<file path="src/rtl/ctr_pkg.sv">
// Shared constants and helpers for the modulo-N counter family.
// Instantiators use clog2 to size WIDTH from MOD.
package ctr_pkg;

  localparam logic CTR_MODE_WRAP    = 1'b0;
  localparam logic CTR_MODE_ONESHOT = 1'b1;
  localparam logic CTR_DOWN         = 1'b0;
  localparam logic CTR_UP           = 1'b1;

  function automatic int clog2(input int v);
    int r;
    r = 0;
    for (int i = 0; i < 32; i++) begin
      if ((1 << i) < v) r = i + 1;
    end
    return r;
  endfunction

endpackage

</file>
<file path="src/rtl/ctr_mod_n.sv">
// Modulo-N up/down counter with clear, clamped load,
// wrap or one-shot mode, terminal-count and wrap flags.
module ctr_mod_n
  import ctr_pkg::*;
#(
  parameter int WIDTH = 2,
  parameter int MOD   = 3
) (
  input  logic             Clk,
  input  logic             Reset,
  input  logic             Clr,
  input  logic             En,
  input  logic             Load,
  input  logic [WIDTH-1:0] LoadVal,
  input  logic             Dir,
  input  logic             Mode,
  output logic [WIDTH-1:0] Out,
  output logic             Tc,
  output logic             Wrap,
  output logic             Done
);

  if (MOD < 2 || MOD > (1 << WIDTH)) begin : g_bad_mod
    $error("ctr_mod_n: MOD out of range for WIDTH");
  end

  localparam logic [WIDTH:0]   MOD_W = (WIDTH+1)'(MOD);
  localparam logic [WIDTH-1:0] LAST  = WIDTH'(MOD - 1);

  logic [WIDTH-1:0] cnt_q, cnt_d;
  logic             wrap_q, wrap_d;
  logic             done_q, done_d;

  logic [WIDTH:0] cnt_ext;
  logic [WIDTH:0] ld_ext;
  logic [WIDTH:0] inc_ext;
  logic [WIDTH:0] dec_ext;
  logic           at_up;
  logic           at_dn;
  logic           at_term;

  // Widened arithmetic so MOD == 2**WIDTH compares cleanly
  assign cnt_ext = {1'b0, cnt_q};
  assign ld_ext  = {1'b0, LoadVal};
  assign inc_ext = cnt_ext + 1'b1;
  assign dec_ext = cnt_ext - 1'b1;
  assign at_up   = (inc_ext == MOD_W);
  assign at_dn   = dec_ext[WIDTH];
  assign at_term = (Dir == CTR_UP) ? at_up : at_dn;

  // Next state: clear > load > enable > hold
  always_comb begin
    cnt_d  = cnt_q;
    done_d = done_q;
    wrap_d = 1'b0;
    if (Clr) begin
      cnt_d  = '0;
      done_d = 1'b0;
    end else if (Load) begin
      cnt_d  = (ld_ext < MOD_W) ? LoadVal : LAST;
      done_d = 1'b0;
    end else if (En && !done_q) begin
      if (at_term) begin
        if (Mode == CTR_MODE_ONESHOT) begin
          done_d = 1'b1;
        end else begin
          cnt_d  = (Dir == CTR_UP) ? '0 : LAST;
          wrap_d = 1'b1;
        end
      end else if (Dir == CTR_UP) begin
        cnt_d = inc_ext[WIDTH-1:0];
      end else begin
        cnt_d = dec_ext[WIDTH-1:0];
      end
    end
  end

  // State register with asynchronous reset
  always_ff @(posedge Clk or posedge Reset) begin
    if (Reset) begin
      cnt_q  <= '0;
      wrap_q <= 1'b0;
      done_q <= 1'b0;
    end else begin
      cnt_q  <= cnt_d;
      wrap_q <= wrap_d;
      done_q <= done_d;
    end
  end

  assign Out  = cnt_q;
  assign Wrap = wrap_q;
  assign Done = done_q;
  assign Tc   = En & at_term & ~done_q;

endmodule

</file>
<file path="config.mk">
export PLATFORM = sky130hd
export DESIGN_NAME = ctr_mod_n
export DESIGN_NICKNAME = d
export VERILOG_FILES = /design/src/rtl/ctr_pkg.sv /design/src/rtl/ctr_mod_n.sv
export SDC_FILE = /design/constraint.sdc
export NUM_CORES = 1
export LEC_CHECK = 0
export BUFFER_PORTS_ARGS = -buffer_cell sky130_fd_sc_hd__buf_2
export CAP_MARGIN = 20
export CORE_AREA = 5 5 44 46
export CTS_CLUSTER_DIAMETER = 40
export DETAILED_ROUTE_END_ITERATION = 8
export DIE_AREA = 0 0 49 51
export MAX_ROUTING_LAYER = met4
export SLEW_MARGIN = 25
export SYNTH_ARGS = -nofsm -noshare
export SYNTH_HDL_FRONTEND = slang
export SYNTH_SLANG_ARGS = --single-unit
</file>
<file path="constraint.sdc">
create_clock -name Clk -period 2.29 [get_ports Clk]
set_clock_uncertainty 0.15 [all_clocks]
set_input_delay 0.458 -clock Clk [delete_from_list [all_inputs] [get_ports Clk]]
set_output_delay 0.458 -clock Clk [all_outputs]
set_load 0.02 [all_outputs]
</file>
==> impl_results.md <==
- Status: finished, final reports clean
- CP Cell Sequence: inv_1 -> ha_1 -> mux2_4 -> nand2_1 -> nor2_1 -> buf_2
- Synth Instances: 31
- Net count after synthesis: between 40 and 50
- Async set-reset flop share out of synthesis: 100%
- Final count of pins violating max slew: 0
- Clk pwr share: roughly 37%
- DRC errors left: 0
- Post-synth cell types: 19
- Crit path launch: Out[0]
- Final net count: 63
- Flop pwr share: between 30% and 40%
- Total CTS buffers: 3
- Worst min path class: input pin to register
- Area share of the largest cell type after synthesis: a little over 30%
- GRT Residual Overflow: 0
- Resized cells post-CTS: 0
- TritonCTS clock tree: yes
- Crit-path leading delay family: flip-flops
- Worst path slowest cell: dfrtp_1
- Die area: roughly 2500 um^2
- CTS clk-pin slew, worst paths: 0.03 ns
- Largest net degree at the start of global routing: 8
- Die span in y: 51 um
- Max VDD drop: between 0.3 and 0.4 mV
- Row count: 14
- Avg Cell Area, Syn: approximately 10 um^2
- Final Setup Violations: 0
- First-pass GRT wire length: about 1300 um
- Post-synth top cells: dfrtp_1, ha_1, inv_1, nor2_1, nand2b_1
- Sw frac: a little under a third
- Vias in the first global route: approximately 300
- Max cap viols: 0
- Crit path max fanout: 4
- TNS Setup: 0 ns
- Share of cells above drive strength 1: 41.7%
- Total core area: between 1000 and 1500 um^2
- RSZ-0062 raised after global routing: no
- Root buf cell: clkbuf_4
- Final hold viol count: 0
- Tcrit/Tclk final: 94.6%
- Vias per cell: between 4 and 5
- 1st-pass router iterations: 3
- Hold Path Origin: Clr
- Via count: 282
- Hold Slack: 0.305 ns
- Synthesized cell area: 322 um^2
- Cts hold-fix bufs: 1
- Combinational share of power: between 20% and 30%
- Global-route usage over all layers: under 10%
- Power per cell area: about 540 nW/um^2
- Drt first-iter violations: 11
- FF-to-FF Start: Out[0]
- Worst path buffer plus inverter count: 2
- Int Power: 0.000164 W
- Setup crit end kind: output pin
- CP arrival: 1.56 ns
- Ant. Diodes: 0
- Slew @ Worst Pin: about 0.31 ns
- Num Clock Sinks: 4
- Sequential element share of the synthesized area: between 30% and 40%
- H-Tree Depth: 1
- Clock buffer depth: 2
- Synth area leader: dfrtp_1
- Setup Fix Bufs, Post-CTS: 0
- Final wirelength: 786 um
- Pre-CTS WS: between 0.3 and 0.4 ns
- Leading post-synthesis cells by cell area: dfrtp_1, ha_1, a2111oi_4
- Layout overhead on the synthesized area: 36.6%
- Crit-path max cell delay: roughly 0.42 ns
- Number of flops mapped to enable cells by yosys: 0
- DR WL/cell: ~12 um
- Fin crit period: about 2.2 ns
- Predominant post-synthesis flop cell: dfrtp_1
- P_leak: ~0.22 nW
- Initial Util: a little over a fifth
- Yosys warnings: 0
- Upper clock frequency limit: between 0.4 and 0.5 GHz
- Port Buffers: 13
- Slew HR: 79.1%
- Critical Path Source Type: register
- Clock Latency Late Sink: 0.24 ns
- Worst setup path class: register to output pin
- Worst endpoint required time: between 1.5 and 2 ns
- Slack of the critical path: 0.123 ns
- ANT nets after route: 0
- RD Place Congestion: 0.719
- Flops & latches, synth: 4
- Chip width: 49 um
- Initial antenna violation count: 0
- Io pins: 14
- P_sw: roughly 0.000073 W
[kinds of logic (layout without fill, tap and decap cells)]
group / Yosys count / after routing / synth area share [%]
AO/OA/AOI/OAI: 9 / 9 / 27.6
multiplexers: 2 / 2 / 8.17
buffers and inverters: 4 / 21 / 4.67
flip-flops: 4 / 4 / 31.1
AND/OR/NAND/NOR: 8 / 8 / 12.8
adder cells (fa/ha/maj): 4 / 4 / 15.6
[flip-flops by register name (all words and copies together) (netlist names)]
register / count
Done: 1
Out: 2
Wrap: 1
[cell type report]
class	count	area, um^2
fill	166	1030
sequential	4	100
clock buffer	3	22.5
multi-input combinational	23	206
tap	16	20.0
inverter	4	15.0
timing repair buffer	14	75.1
[stage by stage]
step | utilization [%] | cells | power (W) | area, um^2
floorplan | - | 31 | 0.000124 | 322
global placement | 27.6 | 60 | 0.000147 | 407
detailed placement | 27.6 | 60 | 0.000149 | 407
CTS | 29.8 | 64 | 0.000242 | 439
global route | 29.8 | 64 | 0.000256 | 439
finish | 29.8 | 64 | 0.000238 | 439
[layer usage]
metal  share of wire, %  wire (um)  up-vias  global-route usage [%]
met5                  0          0        -                       -
met4                  0          0        0                    2.69
met3                8.1         64        0                    4.07
met2                 48        380       13                    11.5
met1                 43        341      121                    7.72
li1                   -          -      148                       -
[worst reg2reg max path, cell delays in order (launching register included)]
cell and delay, ns:
dfrtp_1 0.42, inv_1 0.12, ha_1 0.21, mux2_4 0.30, a2111oi_4 0.34, a211oi_1 0.10
a211oi_2 0.20
[placed cells by master (no fill, tap or decap)]
master / instances
a211oi_1: 1
nand2b_1: 2
nand2_1: 1
o22ai_1: 1
ha_1: 4
dfrtp_1: 4
mux2_4: 1
nor3_1: 1
inv_1: 4
a211oi_2: 1
a21o_1: 1
nor4b_1: 1
o311ai_0: 1
a22oi_1: 1
clkbuf_4: 3
dlygate4sd3_1: 1
mux2_2: 1
a31oi_1: 1
buf_2: 13
o21ai_0: 1
a2111oi_4: 1
nor2_1: 3
[final timing paths]
path / to / slack (ns) / cells past startpoint
setup / recovery: Tc / 0.12 / 6
hold / removal: Out[0] / 0.30 / 2
setup reg to reg: Out[0] / 0.36 / 6
hold reg to reg: Done / 0.44 / 2
max in group asynchronous: Out[0] / 1.30 / 3
min in group asynchronous: Wrap / 0.53 / 3
[power by group through the flow]
stage                Clock, W  Sequential (W)  Combinational [W]
finish              0.0000883       0.0000788          0.0000709
global route        0.0000976       0.0000794          0.0000788
CTS                 0.0000914       0.0000787          0.0000715
detailed placement          0       0.0000795          0.0000696
global placement            0       0.0000793          0.0000678
floorplan                   0       0.0000838          0.0000406
Note: power is estimated with default switching activity, not from simulation.
